`src/rtl/sel_feed_fifo.sv`:
```
// First-word-fall-through sample FIFO feeding a grant-paced downstream stage.
// Grants arriving on an empty FIFO are counted as underruns (saturating at 255).
module sel_feed_fifo #(
    parameter int DEPTH = 4,
    parameter int AW    = $clog2(DEPTH)
) (
    input  logic          clk,
    input  logic          rst,
    input  logic          in_valid,
    input  logic [7:0]    in_data,
    output logic          in_ready,
    input  logic          grant,
    output logic [7:0]    d,
    output logic          d_valid,
    output logic [AW:0]   level,
    output logic [7:0]    underrun_cnt
);

    localparam logic [AW:0] FULL = (AW+1)'(DEPTH);

    logic [7:0]    mem [DEPTH];
    logic [AW-1:0] wr_ptr;
    logic [AW-1:0] rd_ptr;
    logic          push;
    logic          pop;

    // in_ready looks only at level: a grant never frees a slot within the same cycle.
    assign in_ready = (level < FULL);
    assign push     = in_valid && in_ready;
    assign pop      = grant && (level != '0);
    assign d_valid  = (level != '0);
    assign d        = d_valid ? mem[rd_ptr] : 8'h00;

    // Storage is left uncleared by reset; level gates what is visible.
    always_ff @(posedge clk) begin
        if (push) mem[wr_ptr] <= in_data;
    end

    always_ff @(posedge clk or negedge rst) begin
        if (!rst) begin
            wr_ptr       <= '0;
            rd_ptr       <= '0;
            level        <= '0;
            underrun_cnt <= 8'd0;
        end else begin
            if (push) wr_ptr <= wr_ptr + AW'(1);
            if (pop)  rd_ptr <= rd_ptr + AW'(1);
            if (push && !pop)      level <= level + (AW+1)'(1);
            else if (pop && !push) level <= level - (AW+1)'(1);
            if (grant && (level == '0) && (underrun_cnt != 8'hFF))
                underrun_cnt <= underrun_cnt + 8'd1;
        end
    end

endmodule
```
`config.mk`:
```
export PLATFORM = sky130hd
export DESIGN_NAME = sel_feed_fifo
export DESIGN_NICKNAME = d
export VERILOG_FILES = /design/src/rtl/sel_feed_fifo.sv
export SDC_FILE = /design/constraint.sdc
export NUM_CORES = 1
export LEC_CHECK = 0
export ABC_AREA = 1
export BUFFER_PORTS_ARGS = -buffer_cell sky130_fd_sc_hd__buf_2
export CORE_ASPECT_RATIO = 1.5
export CORE_MARGIN = 1.5
export CORE_UTILIZATION = 50
export DETAILED_ROUTE_END_ITERATION = 16
export GPL_TIMING_DRIVEN = 0
export PLACE_DENSITY = 0.72
export SLEW_MARGIN = 5
export SYNTH_ARGS = -nofsm -noshare
export SYNTH_HDL_FRONTEND = slang
export SYNTH_SLANG_ARGS = --single-unit
```
`constraint.sdc`:
```
create_clock -name clk -period 2.1 [get_ports clk]
set_input_delay 0 -clock clk [delete_from_list [all_inputs] [get_ports clk]]
set_output_delay 0 -clock clk [all_outputs]
set_load 0.05 [all_outputs]
```
; ---- Yosys cells after proc, flatten, opt, wreduce, memory -nomap -nowiden
; Memory sizes are Yosys's and may differ from the RTL's.
; Cells that the tools add are included.
[classes]
reduce_logical = 11
order_cmp = 1
addsub = 5
n_mux = 5
n_eq_ne = 1
[op_table]
columns = operator, n
row1 = 8-bit by 1-bit adder with 8-bit output (second input constant), 1
row2 = 8-bit two-way mux, 1
row3 = 8-bit inequality test (second input constant), 1
row4 = 1-bit logical AND, 6
row5 = 3-bit two-way mux, 2
row6 = 2-bit by 1-bit adder with 2-bit output (second input constant), 2
row7 = 3-bit by 1-bit adder with 3-bit output (second input constant), 1
row8 = 3-bit zero test, 1
row9 = 3-bit < comparator (second input constant), 1
row10 = 3-bit nonzero test, 1
row11 = 3-bit by 1-bit subtractor with 3-bit output (second input constant), 1
row12 = 1-bit zero test, 2
row13 = 1-bit two-way mux, 2
row14 = 2-bit nonzero test, 1
[totals]
memories = 1
ff_bits = 15
inputBits = 12
mem_bits_rw = 32
[mem_list]
columns = memory, depth, width, read_ports, rd_ports_with_merged_regs, wr, line
row1 = mem, 4, 8, 1, 0, 1, 21  ; logic [7:0] mem [DEPTH];

; ---- Logic depth before layout (Yosys ltp)
; Gate-level depths: netlist (run 1).
[depth]
word_depth = 6
ltp_mapped = 9

; ---- Least setup slack after synthesis (run 1)
; No wires, ideal clock.
[synth_timing]
kind = register to register
startpoint = register level[2]
endpoint = register level[2]
setup_slack_ns = -0.318
n_path_buf = 0
arrival_ns = 2.335
path_stages_with_launch = 10
setup_time_ns = 0.083
cell_sequence = dfrtp_1 inv_1 nand2_1 inv_1 ha_1 inv_1 fa_1 or2_0 nand2_1 xor2_1
[synth_via]
elab_chain_cells = 5
elab_cells_between_ends = 13
cone_classes = add/sub (2) / order compare (1) / mux (2) / reduce/logical (8)
[synth_lines]
columns = item, line
row1 = from (decl), 15  ; output logic [AW:0] level,
row2 = from (signal assigned), 48  ; if (push && !pop) level <= level + (AW+1)'(1);
row3 = from (signal assigned), 49  ; else if (pop && !push) level <= level - (AW+1)'(1);
row4 = 3-bit < comparator *, 28  ; assign in_ready = (level < FULL);
row5 = via in_ready, 11  ; output logic in_ready,
row6 = 1-bit logical AND *, 29  ; assign push = in_valid && in_ready;
row7 = via push, 24  ; logic push;
row8 = 1-bit zero test, 49
row9 = 1-bit logical AND, 49
row10 = 2-bit nonzero test (no source line), n/a
; Mark *: on every way through the listed nets, which the timed path passes. The rest lies on a longest branch. The select of a mux whose other input is x is not followed.
; A chain may end at the register's enable or synchronous reset.

; ---- Final worst setup path (run 1)
[layout_timing]
startpoint = register level[2]
endpoint = register level[2]
[layout_via]
elab_chain_cells = 5
elab_cells_between_ends = 13
cone_classes = add/sub (2) / order compare (1) / mux (2) / reduce/logical (8)
[layout_lines]
columns = item, line
row1 = 3-bit < comparator / 3-bit nonzero test (equally long branches), "28, 30"
row2 = 1-bit logical AND (on tied branches), "29, 30"
row3 = 1-bit zero test (on tied branches), "49, 48"
row4 = 1-bit logical AND (on tied branches), "49, 48"
row5 = 2-bit nonzero test (no source line) / 3-bit two-way mux (equally long branches), n/a
; Parallel ways exist; a longest one is shown, timed or not. The select of a mux whose other input is x is not followed.

==> results.json, run 1 <==
{
  "post-route-util_pct": 62.9,
  "syn-cell-area_sq_um": 2160,
  "fmax_mhz": 509,
  "root_buffer": "clkbuf_8",
  "report.final.slew_viol_count": 0,
  "min_period_ps": 1960,
  "cts_max_level": 2,
  "ant_nets": 0,
  "ys_seq_area_share_pct": 61.8,
  "drtIter0Drc": 60,
  "routed_wl_microns": 4190,
  "setup_slack_ps": 135,
  "skew_ps": 7.71,
  "num_vias": 1538,
  "peakVddDrop_mv": 0.950,
  "status": "completed",
  "synth_area_leaders": "edfxtp_1, dfrtp_1, nor2_1",
  "slew_headroom_pct": 47.5,
  "via_per_inst": 5.09,
  "fp.dieH_microns": 83.5,
  "hold_path_class": "input pin to flop",
  "place_congestion": 0.801,
  "clk_latency_ps": 290,
  "ys_ff_latch": 47,
  "rows": 29,
  "diodes": 0,
  "clock-sinks": 47,
  "synth_top_area_share_pct": 44.4,
  "pre_cts_slack_ps": 146,
  "maxCapViolCount": 0,
  "drc": 0,
  "avgSynthCellArea_sq_um": 10.4,
  "post_cts_buffers": 0,
  "drive_gt1_share_pct": 24.6,
  "path_class": "flop to flop",
  "syn_nets": 226,
  "arrival_ps": 2180,
  "track_usage_pct": 19.2,
  "portBuffers": 32,
  "rsz0062_at_grt": "no",
  "finalCritPeriodShare_pct": 93.5,
  "start_kind": "flop",
  "core_sq_um": 4170,
  "ys_warn_count": 0,
  "antenna_found_initial": 0,
  "synth_top_area_cell": "edfxtp_1",
  "worst_pin_slew_ps": 785,
  "clockBufferDepth": 2,
  "grt_pass1_wl_microns": 6870,
  "dpl.cell_count": 285,
  "clk_pin_slew_ps": 80,
  "cts_tree": "built",
  "instances_no_fill": 302,
  "finalNetCount": 274,
  "hold_viol": 0,
  "critPathMaxFanout": 4,
  "netlist_instances": 207,
  "area_growth_pct": 21.4,
  "ios": 33,
  "initial_utilization_pct": 51.8,
  "grt_pass1_vias": 1537,
  "grt_overflow_total": 0,
  "cts-buffers-inserted": 5,
  "worstSetupEndpointType": "flop",
  "grt_max_degree": 16,
  "cp.required_ps": 2320,
  "setup_viol": 0,
  "dieArea_sq_um": 4740,
  "drt_first_pass_iters": 5,
  "synth_cell_types": 28,
  "total_power_uw": 3980,
  "mostFrequentLayoutCell": "nor2_1",
  "dieWidth_microns": 56.7,
  "dpl.hpwl_microns": 2920,
  "layout_common_cells": "nor2_1, buf_2, nand2_1, edfxtp_1, inv_1",
  "tns_ps": 0,
  "p_leak_uw": 0.00113,
  "powerDensity_nw_per_um2": 1520,
  "post_drt_wl_per_cell_microns": 13.9
}
-- routing by layer --
| metal | GRT usage, % | up-vias | wire length, microns |
|---|---|---|---|
| li1 | - | 769 | - |
| met1 | 21.1 | 727 | 1700 |
| met2 | 35.3 | 37 | 2300 |
| met3 | 4.34 | 5 | 150 |
| met4 | 6.49 | 0 | 36 |
| met5 | 0 | - | 0 |
-- logic make-up after synthesis --
group	count (synthesis)	synth area share (%)
compound gates	32	7.58
xor+xnor	6	2.43
fa+ha+maj	7	4.40
buf+inv	23	5.21
flops	47	61.8
simple gates	92	18.6
-- flip-flops by register name, indices dropped and copies added, names as in the netlist --
register,flops
mem,32
underrun_cnt,8
wr_ptr,2
level,3
rd_ptr,2
-- synth_stat cells (all sizes together) --
cell type / count
a21oi: 12
inv: 18
clkinv: 1
or2: 1
dfrtp: 15
fa: 1
nand4: 1
o21ai: 20
ha: 6
nand2: 39
edfxtp: 32
buf: 4
nand3: 4
nor2: 47
xnor2: 4
xor2: 2
-- power breakdown --
group	internal, uW	switching, uW	leakage [uW]
clock network	476	292	0.0000654
registers	1180	116	0.000478
logic	508	1410	0.000584
-- worst max-delay path, cell delays in order (launching register included) --
cell and delay [ps]:
dfrtp_2 440, nor2_2 200, nand2_4 80, nand2_1 120, ha_1 170, inv_1 60, fa_1 370, or2_0 230
nand2_1 90, xor2_1 140
-- what timing repair did --
item / in CTS / in global routing
resized for setup: 0 / 0
endpoints found under the setup margin: 0 / 0
hold buffers: 9 / 0
endpoints found under the hold margin: 47 / 0
-- final cells by class --
| cell class | count | area [sq um] |
|---|---|---|
| Clock inverter | 2 | 60.1 |
| Buffer | 4 | 35.0 |
| Fill cell | 358 | 1550 |
| Clock buffer | 6 | 72.6 |
| Tap cell | 46 | 57.6 |
| Inverter | 19 | 81.3 |
| Multi-Input combinational cell | 137 | 728 |
| Sequential cell | 47 | 1340 |
| Timing Repair Buffer | 41 | 250 |
-- final timing paths --
| check | slack (ps) | end | cells after the start | start |
|---|---|---|---|---|
| min | 30 | wr_ptr[0] | 3 | in_valid |
| min in group asynchronous | 150 | rd_ptr[1] | 2 | rst |
| max in group asynchronous | 1660 | level[1] | 2 | rst |
| max | 140 | level[2] | 9 | level[2] |
| max reg2reg | 140 | level[2] | 9 | level[2] |
| min reg2reg | 530 | level[0] | 1 | level[0] |
-- through the flow --
stage | hold WS [ps] | cell area, sq um
after CTS | 18.9 | 2630
after global routing | 25.0 | 2630
after global placement | -75.6 | 2400
after detailed placement | -71.0 | 2400
after floorplan | -296 | 2180
final | 25.2 | 2630
Note: power is estimated with default switching activity, not from simulation.
==> run 2: changes to the inputs <==
--- a/config.mk
+++ b/config.mk
@@ -12,7 +12,7 @@
 export CORE_UTILIZATION = 50
 export DETAILED_ROUTE_END_ITERATION = 16
 export GPL_TIMING_DRIVEN = 0
-export PLACE_DENSITY = 0.72
+export PLACE_DENSITY = 0.74
 export SLEW_MARGIN = 5
 export SYNTH_ARGS = -nofsm -noshare
 export SYNTH_HDL_FRONTEND = slang
==> constraint.sdc (replaced) <==
create_clock -name clk -period 1.8 [get_ports clk]
set_input_delay 0 -clock clk [delete_from_list [all_inputs] [get_ports clk]]
set_output_delay 0 -clock clk [all_outputs]
set_load 0.05 [all_outputs]
==> results.json, run 2 (same netlist as run 1, synthesis figures left out) <==
{
  "status": "completed",
  "place_congestion": 0.775,
  "cp.buffers_inverters": 3,
  "cts_max_level": 2,
  "slowest_stage": "dfrtp_2",
  "drc": 0,
  "p_leak_uw": 0.00114,
  "slew_headroom_pct": 46.4,
  "drtIter0Drc": 51,
  "hold_viol": 0,
  "fin_area_sq_um": 2690,
  "antenna_found_initial": 0,
  "diodes": 0,
  "critPathTopFamily": "flip-flops",
  "ant_nets": 0,
  "cts_tree": "built",
  "intPower_uw": 2600,
  "p_seq_share_pct": 31.6,
  "power_switching_share_pct": 45.8,
  "cpPeakStageDelay_ps": 460,
  "critPathMaxFanout": 6,
  "setup_viol": 0,
  "initial_utilization_pct": 51.8,
  "largest_reg_flops": 32,
  "skew_ps": 4.12,
  "p_sw_uw": 2200,
  "dpl.hpwl_microns": 2870,
  "core_sq_um": 4170,
  "worstReg2RegEnd": "level[2]",
  "total_power_uw": 4800,
  "r2r-start": "level[2]",
  "peakVddDrop_mv": 1.60,
  "powerDensity_nw_per_um2": 1780,
  "post_drt_wl_per_cell_microns": 14.4,
  "track_usage_pct": 20.5,
  "drt_first_pass_iters": 4,
  "report.final.slew_viol_count": 0,
  "largestRegisters": "mem: 32 flops, underrun_cnt: 8 flops, level: 3 flops",
  "crit_end": "level[2]",
  "grt_max_degree": 16,
  "placed_area_sq_um": 2420,
  "cp.required_ps": 2030,
  "dpl.cell_count": 285,
  "tns_ps": 0,
  "cp_cell_sequence": "clkinvlp_4, nand2_4, inv_4, ha_4, inv_2, fa_2, or2_0, nand2_1, xor2_1",
  "grt_pass1_wl_microns": 7250,
  "cts-buffers-inserted": 5,
  "layout_common_cells": "nor2_1, buf_2, edfxtp_1, nand2_1",
  "rsz0062_at_grt": "yes",
  "clock-sinks": 47,
  "worstSetupEndpointType": "flop",
  "path_class": "flop to flop",
  "fmax_mhz": 571,
  "grt_overflow_total": 0,
  "mostFrequentLayoutCell": "nor2_1",
  "setup_slack_ps": 48.3,
  "finalNetCount": 278,
  "largest_register": "mem",
  "min_period_ps": 1750,
  "arrival_ps": 1980,
  "finalCritPeriodShare_pct": 97.3,
  "maxCapViolCount": 0,
  "grt_pass1_vias": 1591,
  "worst_pin_slew_ps": 801,
  "rows": 29,
  "root_buffer": "clkbuf_8",
  "clk_pin_slew_ps": 80,
  "drive_gt1_share_pct": 28.8,
  "clockBufferDepth": 2,
  "area_growth_pct": 24.4,
  "dieArea_sq_um": 4740,
  "hold_path_class": "input pin to flop",
  "p_clk_share_pct": 19.0,
  "pre_cts_slack_ps": -115,
  "dieWidth_microns": 56.7,
  "fp.dieH_microns": 83.5,
  "start_kind": "flop",
  "combinationalPowerShare_pct": 49.5,
  "worst-path-stages": 9,
  "hold_start": "grant",
  "rrSetupSlack_ps": 50,
  "setup.worst_path.start": "level[2]",
  "clk_latency_ps": 300,
  "via_per_inst": 5.06,
  "ios": 33,
  "fill_cells": 351,
  "portBuffers": 32,
  "routed_wl_microns": 4410,
  "instances_no_fill": 306,
  "num_vias": 1548,
  "reg2regPathDepth": 9
}
==> run 2: worst min path at each step <==
stage	cells after the start	to	slack [ps]
final	3	rd_ptr[0]	30
after global placement	1	underrun_cnt[4]	-70
after detailed placement	1	underrun_cnt[5]	-70
after floorplan	0	level[0]	-300
after CTS	3	wr_ptr[0]	10
after global routing	3	wr_ptr[0]	50
==> run 2: power groups by stage <==
stage	sequential, uW	clock, uW	combinational (uW)
finish	1510	910	2370
global route	1540	959	2550
CTS	1520	917	2370
detailed placement	1550	0	2280
global placement	1540	0	2230
floorplan	1750	0	1550
==> run 2: layout make-up <==
type	instances	area [sq um]	share of cell area [%]
sequential	47	1340	49.8
timing repair buffer	45	280	10.4
buffer	4	35.0	1.30
clock buffer	6	72.6	2.70
multi-input combinational	137	761	28.3
clock inverter	2	60.1	2.23
tap	46	57.6	2.14
inverter	19	83.8	3.12
==> run 2: layer usage <==
metal / wire [microns] / vias to the layer above / track usage (%)
li1: - / 785 / -
met1: 1760 / 727 / 21.0
met2: 2440 / 30 / 39.9
met3: 152 / 6 / 4.03
met4: 57 / 0 / 6.49
met5: 0 / - / 0
==> run 2: what timing repair did <==
item / CTS / global route
resized for setup: 4 / 2
endpoints found under the setup margin: 1 / 18
hold buffers: 9 / 0
setup buffers: 2 / 2
endpoints found under the hold margin: 47 / 0
pin swaps: 3 / 6
==> run 2: worst min-delay path: cells and delay by family <==
family	cells	cell delay, ps
compound gates	1	80
buf+inv	1	140
simple gates	1	70
==> run 2: metrics by stage <==
step,util [%],hold WS [ps]
CTS,64.0,11.1
finish,64.5,25.9
global route,64.5,52.7
floorplan,-,-296
global placement,58.1,-71.2
detailed placement,58.1,-68.3
